`config.mk`:
```
export PLATFORM = sky130hd
export DESIGN_NAME = cla_mp_add_seq
export DESIGN_NICKNAME = d
export VERILOG_FILES = /design/src/rtl/cla_ctrl_pkg.sv /design/src/rtl/cla_adder_16bit.sv /design/src/rtl/cla_mp_add_seq.sv
export SDC_FILE = /design/constraint.sdc
export NUM_CORES = 1
export LEC_CHECK = 0
export BUFFER_PORTS_ARGS = -buffer_cell sky130_fd_sc_hd__buf_4
export CAP_MARGIN = 10
export CORE_UTILIZATION = 45
export DETAILED_ROUTE_END_ITERATION = 10
export PLACE_DENSITY = 0.66
export SLEW_MARGIN = 20
export SYNTH_ARGS = -nofsm -noshare
export SYNTH_HDL_FRONTEND = slang
export SYNTH_SLANG_ARGS = --single-unit
```
`constraint.sdc`:
```
create_clock -name clk_i -period 4.8 [get_ports clk_i]
set_clock_uncertainty 0.05 [all_clocks]
set_input_delay 0.72 -clock clk_i [delete_from_list [all_inputs] [get_ports clk_i]]
set_output_delay 0.72 -clock clk_i [all_outputs]
set_load 0.03 [all_outputs]
```
`src/rtl/cla_ctrl_pkg.sv`:
```
// Shared types and constants for the multi-precision CLA controller.
package cla_ctrl_pkg;

  localparam int SLICE_W = 16;

  typedef enum logic [1:0] {IDLE, RUN, DONE} state_e;

  function automatic int idx_width(input int nslice);
    return (nslice <= 1) ? 1 : $clog2(nslice);
  endfunction

endpackage

```
`src/rtl/cla_adder_16bit.sv`:
```
// 16-bit carry-lookahead adder: four 4-bit groups with a second lookahead level
// across the groups. P_o/G_o expose block propagate/generate for cascading.
module cla_adder_16bit (
  input  logic [15:0] a_i,
  input  logic [15:0] b_i,
  input  logic        cin_i,
  output logic [15:0] sum_o,
  output logic        cout_o,
  output logic        P_o,
  output logic        G_o
);

  function automatic logic [4:0] lookahead4(input logic [3:0] p, input logic [3:0] g,
                                            input logic c0);
    logic [4:0] c;
    c[0] = c0;
    for (int i = 0; i < 4; i++) c[i+1] = g[i] | (p[i] & c[i]);
    return c;
  endfunction

  logic [15:0] p, g, c;
  logic [3:0]  gp, gg;
  logic [4:0]  gc, gen_all;

  assign p = a_i ^ b_i;
  assign g = a_i & b_i;

  always_comb begin
    for (int j = 0; j < 4; j++) begin
      logic [4:0] inner;
      inner  = lookahead4(p[j*4 +: 4], g[j*4 +: 4], 1'b0);
      gp[j]  = &p[j*4 +: 4];
      gg[j]  = inner[4];
    end
  end

  assign gc      = lookahead4(gp, gg, cin_i);
  assign gen_all = lookahead4(gp, gg, 1'b0);

  always_comb begin
    for (int j = 0; j < 4; j++) begin
      logic [4:0] inner;
      inner          = lookahead4(p[j*4 +: 4], g[j*4 +: 4], gc[j]);
      c[j*4 +: 4]    = inner[3:0];
    end
  end

  assign sum_o  = p ^ c;
  assign cout_o = gc[4];
  assign P_o    = &gp;
  assign G_o    = gen_all[4];

endmodule

```
`src/rtl/cla_mp_add_seq.sv`:
```
// Multi-precision add/sub that walks one shared 16-bit CLA over WIDTH/16 slices,
// LSB first, chaining the carry through a register; valid/ready on both sides.
module cla_mp_add_seq
  import cla_ctrl_pkg::*;
#(
  parameter int WIDTH = 64
) (
  input  logic             clk_i,
  input  logic             rst_i,
  input  logic             valid_i,
  output logic             ready_o,
  input  logic [WIDTH-1:0] a_i,
  input  logic [WIDTH-1:0] b_i,
  input  logic             cin_i,
  input  logic             sub_i,
  output logic             valid_o,
  input  logic             ready_i,
  output logic [WIDTH-1:0] sum_o,
  output logic             cout_o,
  output logic             ovf_o,
  output logic             busy_o
);

  localparam int NSLICE = WIDTH / SLICE_W;
  localparam int IDXW   = idx_width(NSLICE);
  localparam logic [IDXW-1:0] LAST_IDX = IDXW'(NSLICE - 1);

  if (WIDTH < SLICE_W || (WIDTH % SLICE_W) != 0) begin : g_bad_width
    $error("cla_mp_add_seq: WIDTH must be a positive multiple of 16");
  end

  state_e            state_q, state_d;
  logic [IDXW-1:0]   idx_q;
  logic              carry_q;
  logic [WIDTH-1:0]  a_q, b_q, sum_q;
  logic [SLICE_W-1:0] slice_sum;
  logic              slice_cout;
  logic              p_unused, g_unused;

  cla_adder_16bit u_adder (
    .a_i    (a_q[idx_q*SLICE_W +: SLICE_W]),
    .b_i    (b_q[idx_q*SLICE_W +: SLICE_W]),
    .cin_i  (carry_q),
    .sum_o  (slice_sum),
    .cout_o (slice_cout),
    .P_o    (p_unused),
    .G_o    (g_unused)
  );

  always_ff @(posedge clk_i) begin
    if (rst_i) state_q <= IDLE;
    else       state_q <= state_d;
  end

  always_comb begin
    state_d = state_q;
    case (state_q)
      IDLE:    if (valid_i)            state_d = RUN;
      RUN:     if (idx_q == LAST_IDX)  state_d = DONE;
      DONE:    if (ready_i)            state_d = IDLE;
      default:                         state_d = IDLE;
    endcase
  end

  always_comb begin
    ready_o = 1'b0;
    valid_o = 1'b0;
    busy_o  = 1'b1;
    case (state_q)
      IDLE:    begin ready_o = 1'b1; busy_o = 1'b0; end
      DONE:    valid_o = 1'b1;
      default: ;
    endcase
  end

  // Subtraction is A + ~B + 1, so B is inverted once at capture.
  always_ff @(posedge clk_i) begin
    if (rst_i) begin
      idx_q   <= '0;
      carry_q <= 1'b0;
      a_q     <= '0;
      b_q     <= '0;
      sum_q   <= '0;
    end else begin
      case (state_q)
        IDLE: if (valid_i) begin
          a_q     <= a_i;
          b_q     <= sub_i ? ~b_i : b_i;
          carry_q <= sub_i ? 1'b1 : cin_i;
          idx_q   <= '0;
        end
        RUN: begin
          sum_q[idx_q*SLICE_W +: SLICE_W] <= slice_sum;
          carry_q <= slice_cout;
          idx_q   <= idx_q + 1'b1;
        end
        default: ;
      endcase
    end
  end

  assign sum_o  = sum_q;
  assign cout_o = carry_q;
  assign ovf_o  = (a_q[WIDTH-1] == b_q[WIDTH-1]) && (sum_q[WIDTH-1] != a_q[WIDTH-1]);

endmodule

```
Word-level counts from Yosys, hierarchy flattened:

Cells that the tools add are included.

* add/subtract/negate cells: 2
* eq/ne operators: 8
* shift operators: 4
* muxes and demuxes: 14
* bitwise gates (word level): 60
* reductions and logical operators: 10

Operators by type and width (number)
* variable part select 64 x 7 -> 16 bit: 2
* bitwise mux 64 bit: 1
* two-way mux 64 bit: 1
* NOT 64 bit: 1
* variable shift 16 x 34 -> 64 bit, first input constant: 1
* variable part select 16 x 34 -> 64 bit: 1
* negation 6 -> 34 bit: 1
* XOR 16 bit: 2
* bitwise AND 1 bit: 28
* bitwise OR 1 bit: 28
* bitwise AND 16 bit: 1
* AND reduction 4 bit: 4
* two-way mux 2 bit: 4
* != test 2 bit, second input constant: 3
* one-hot mux 2 bit (3 select lines): 1
* two-way mux 1 bit: 5
* equality test 2 bit, second input constant: 2
* one-hot mux 2 bit (2 select lines): 1
* AND reduction 2 bit: 2
* AND reduction 3 bit: 1
* adder 2 x 1 -> 2 bit, second input constant: 1
* equality test 2 x 1 -> 1 bit, second input constant: 1
* zero test 2 bit: 1
* one-hot mux 1 bit (2 select lines): 1
* other kinds (4): 4

* register bits after elaboration: 197
* word-level logic and storage cells: 104

Logic depth before layout (Yosys ltp):

* depth after elaboration: 22
* depth in mapped cells: 15

Hierarchy:

From an unflattened synthesis, not the netlist that was laid out.

* cell total of the unflattened synthesis: 923
* area, all modules: 8861.0 µm²

Modules (own cells, without submodules)
* cla_mp_add_seq: instances 1, cells an instance 855, area each 8174.1 µm², sequential area each 3943.8 µm²
* cla_adder_16bit: instances 1, cells an instance 68, area each 686.9 µm², sequential area each 0.0 µm²

Worst setup path after synthesis:

No wires, ideal clock.

* path kind: register to register
* start point: reg idx_q[0]
* end point: reg sum_q[63], in the netlist sum_o[63]
* setup time: 0.066 ns
* arrival time: 3.810 ns
* data required time: 4.684 ns
* path slack: 0.875 ns
* stages on the path, launching flop included: 15
* path buffers: 2
* period minus slack after synthesis: 3.925 ns
* cells stage by stage: dfxtp_1 > buf_6 > buf_2 > mux4_2 > ha_1 > o211ai_1 > o21ai_0 > a211o_1 > a21oi_1 > fa_1 > fa_1 > fa_1 > xnor2_1 > a22oi_1 > nor2_1

* word-level cells in the longest chain between the ends: 22
* elaborated cells on any way between the ends: 60
* those cells by class: add/sub (1); shift (4); mux (1); bitwise (51); reduce/logical (3)

Ends and longest elaborated chain
* start: declaration: RTL line cla_mp_add_seq.sv:33 `logic [IDXW-1:0] idx_q;`
* start signal: assignment: RTL line cla_mp_add_seq.sv:95 `idx_q <= idx_q + 1'b1;`
* variable part select 64 x 7 -> 16 bit (on tied branches): RTL line cla_mp_add_seq.sv:41, cla_mp_add_seq.sv:42
* XOR 16 bit or bitwise AND 16 bit (tied branches): RTL line cla_adder_16bit.sv:25, cla_adder_16bit.sv:26
* bitwise AND 1 bit: RTL line cla_adder_16bit.sv:17 `for (int i = 0; i < 4; i++) c[i+1] = g[i] | (p[i] & c[i]);`
* bitwise OR 1 bit: RTL line cla_adder_16bit.sv:17
* bitwise AND 1 bit: RTL line cla_adder_16bit.sv:17
* bitwise OR 1 bit: RTL line cla_adder_16bit.sv:17
* bitwise AND 1 bit: RTL line cla_adder_16bit.sv:17
* bitwise OR 1 bit (2 in series): RTL line cla_adder_16bit.sv:17
* [5 not listed]
* bitwise OR 1 bit: RTL line cla_adder_16bit.sv:17
* bitwise AND 1 bit: RTL line cla_adder_16bit.sv:17
* bitwise OR 1 bit: RTL line cla_adder_16bit.sv:17
* bitwise AND 1 bit: RTL line cla_adder_16bit.sv:17
* bitwise OR 1 bit: RTL line cla_adder_16bit.sv:17
* XOR 16 bit: RTL line cla_adder_16bit.sv:48 `assign sum_o = p ^ c;`
* variable part select 16 x 34 -> 64 bit: RTL line cla_mp_add_seq.sv:93 `sum_q[idx_q*SLICE_W +: SLICE_W] <= slice_sum;`
* bitwise mux 64 bit (*): RTL line cla_mp_add_seq.sv:93
* end signal: indexed assignment: RTL line cla_mp_add_seq.sv:93
* end: declaration: RTL line cla_mp_add_seq.sv:35 `logic [WIDTH-1:0] a_q, b_q, sum_q;`

Every way passes the cells marked *; elsewhere a longest branch is shown, timed or not.
A chain may end at the register's enable or synchronous reset.

Worst setup path in the final report:

* start point: reg idx_q[0]
* end point: reg sum_q[15], in the netlist sum_o[15]

Same word-level chain as after synthesis.

==> flow_summary_export.csv <==
group,metric,value,unit
hold_path,worstHoldStart,"a_q[57]",
route,final_antenna_net_count,0,
sta,finalCritPeriodShare,93.2,%
die,dieArea,20500,µm²
sta,worst_pin_slew,1.02,ns
die,io_pins,203,
place,gp_congestion,0.816,
power_and_ir_drop,p_leak,0.00447,µW
route,wl_per_cell,16.8,µm
power_and_ir_drop,pwr_density_cell,347,nW/µm²
place,dp_slack,0.375,ns
clock_tree,clock-sinks,197,
die,core,19500,µm²
final_layout,syn_to_final_growth,24.3,%
route,viasPerCell,5.21,
logic_synthesis,seq_area_frac_synth,44.0,%
clock_tree,cts_buffers,17,
sta,finalHoldViolations,0,
place,hpwlAfterDp,16700,µm
global_routing,grtUsageTotal,23.3,%
worst_setup_path,r2r_slack,0.33,ns
die,die_h,143,µm
logic_synthesis,syn_area,8950,µm²
global_routing,grt_overflow,0,
worst_setup_path,reg2reg_from,"idx_q[0]",
route,num_vias,7195,
route,route.detailed.drc,0,
global_routing,grt_pass1_vias,6698,
logic_synthesis,synth_seq_cells,197,
power_and_ir_drop,ir_drop,0.000226,V
sta,slew_violations,0,
worst_setup_path,worstPathArrival,4.79,ns
hold_path,min_to,"a_q[57]",
logic_synthesis,synth_compound_area_share,16.0,%
global_routing,grt_pass1_wl,36000,µm
sta,min_period,4.47,ns
worst_setup_path,worstPathMaxFanout,18,
worst_setup_path,cp.required,5.12,ns
sta,tns,0,ns
clock_tree,cts_max_path_buffers,2,
die,die_w,143,µm
logic_synthesis,synth_simple_gate_area_share,13.6,%
place,port_buffers,202,
sta,setup_violations,0,
logic_synthesis,syn_area_per_cell,9.42,µm²
route,first_iter_violations,458,
clock_tree,ctsResizeCount,0,
logic_synthesis,synthTopCellsByArea,"dfxtp_1 44%, mux4_2 8.0%, xnor2_1 6.7%",
logic_synthesis,synth_fa_ha_area_share,5.62,%
hold_path,hold_class,"reg -> reg",
worst_setup_path,start_kind,"register",
worst_setup_path,cp-end-kind,"register",
worst_setup_path,crit_type,"reg -> reg",
logic_synthesis,synth-xor-area-share,6.65,%
clock_tree,cts_max_level,4,
sta,max_slew_margin,32.0,%
logic_synthesis,synthMuxAreaShare,8.16,%
final_layout,drive_above_1_share,25.5,%
route,drt_pass1_iterations,4,
logic_synthesis,yosys_warnings,0,
final_layout,antenna_cells,0,
clock_tree,insertion_delay,0.44,ns
final_layout,fillCellCount,1728,
outcome,status,"complete, no violations",
hold_path,hold_depth,2,
job,max-cap-violations,0,
clock_tree,cts_tree,"yes",
logic_synthesis,yosysTopAreaCellShare,44.0,%
logic_synthesis,syn-num-nets,1118,
route,wl,23200,µm
logic_synthesis,syn_inst,951,
sta,fmax,0.224,GHz
clock_tree,cts_hold_buf,0,
global_routing,grt_start_max_net_pins,115,
logic_synthesis,synth_top_family_by_area,"compound AO/OA/AOI/OAI gates",
worst_setup_path,r2r-end,"sum_o[15]",
worst_setup_path,r2r_cells,12,
clock_tree,post-cts-setup-buffer-count,0,
clock_tree,clkSlewWorstSetupHoldPaths,0.07,ns
clock_tree,clockRootBuffer,"clkbuf_16",
die,initial_core_util,46.0,%
logic_synthesis,synth_largest_area_cell,"dfxtp_1",
sta,rsz0062_at_grt,"no",
global_routing,antenna_found_initial,0,
die,rows,51,
sta,fin_ws,0.327,ns
logic_synthesis,synth_cell_types,32,
final_layout,fin_nets,1272,
[through the flow]
stage / cell area (µm²) / hold slack (ns) / cells / utilization (%) / power [µW]
6_report: 11100 / 0.404 / 1382 / 57.2 / 3860
5_1_grt: 11100 / 0.424 / 1382 / 57.2 / 4030
4_1_cts: 11100 / 0.406 / 1381 / 57.0 / 3880
3_5_place_dp: 10500 / 0.397 / 1350 / 54.1 / 2480
3_3_place_gp: 10500 / 0.392 / 1350 / 54.1 / 2470
2_1_floorplan: 8950 / 0.383 / 951 / - / 2240
[layer usage]
layer	part of all wire [%]	GRT usage, %	up-vias
met1	44	30.2	3383
met2	49	38.3	213
met4	2.0	7.70	0
met3	5.4	5.06	26
li1	-	-	3573
met5	0	0	-
[flip-flops by register name (all words and copies together), names as in the netlist]
signal   cells
idx_q        2
state_q      2
cout_o       1
a_q         64
sum_o       64
b_q         64
[worst max path at each step]
stage	start	end	slack (ns)	depth (start not counted)
2_1_floorplan	idx_q[0]	sum_o[63]	0.87	14
3_5_place_dp	idx_q[0]	sum_o[15]	0.38	12
5_1_grt	idx_q[0]	sum_o[63]	0.002	12
3_3_place_gp	idx_q[0]	sum_o[15]	0.47	12
6_report	idx_q[0]	sum_o[15]	0.33	12
4_1_cts	idx_q[0]	sum_o[15]	0.31	12
[where the power goes]
group / switching, µW / leakage (µW) / internal (µW)
clock network: 632 / 0.000285 / 792
logic: 363 / 0.00257 / 282
registers: 67.7 / 0.00161 / 1730
total: 1060 / 0.00447 / 2800
[kinds of logic (layout without fill, tap and decap cells)]
kind of cell	after synthesis	count (layout)
compound gates	217	217
buf+inv	115	281
xor+xnor	68	68
flops	197	197
mux	33	33
simple gates	288	288
fa+ha+maj	33	33
[placed cells by master, fill, tap and decap left out]
cell        count
nor4b_4         1
nor2_1        135
nand3b_4        3
nor3_1          1
dfxtp_1       195
clkbuf_16      17
inv_6           1
nand2_4         1
buf_4         204
clkinvlp_4      2
clkinv_2        4
buf_6           1
nor2_2          1
nor4_4          1
a211o_1         1
mux2i_1         1
clkinv_4        3
nand3b_2        1
bufinv_16       2
a22oi_1        65
and2_4          1
mux4_2         32
inv_1          41
nand2b_1        2
nor3_4          2
clkbuf_8        2
a32oi_1         1
a2111oi_0       1
o211ai_1        3
a211oi_1       66
dfxtp_2         2
o21bai_1        1
ha_1           21
buf_12          4
fa_1           12
xnor2_1        68
a21oi_1        73
nor2b_1         2
o21ai_0         6
nand2_1       137
[synthesized netlist by cell type (all sizes together)]
cell type,number
o211ai,3
a211oi,66
inv,41
o21bai,1
a32oi,1
clkbuf,33
mux2i,1
and2,1
nor4b,1
a211o,1
nand2,138
o21ai,6
fa,12
a21oi,73
nor2,136
nor2b,2
nor4,1
nor3,3
xnor2,68
a22oi,65
mux4,32
buf,41
a2111oi,1
ha,21
nand3b,4
dfxtp,197
nand2b,2
[worst max-delay path: stages (launching register included)]
cell and delay (ns):
dfxtp_2 0.74, mux4_2 0.59, ha_1 0.37, o211ai_1 0.10
o21ai_0 0.44, a211o_1 0.24, a21oi_1 0.10, fa_1 0.40
fa_1 0.39, fa_1 0.38, xnor2_1 0.36, a22oi_1 0.12
nor2_1 0.13
[area by class of cell]
cell class	count	area [µm²]	share of cell area (%)
multi-input cells	639	4490	40.4
flip-flops and latches	197	3950	35.5
repair buffers	209	1620	14.6
clock buffers	19	453	4.07
well taps	265	332	2.98
inverters	41	154	1.38
clock inverters	12	130	1.17
(Power assumes the default switching activity.)
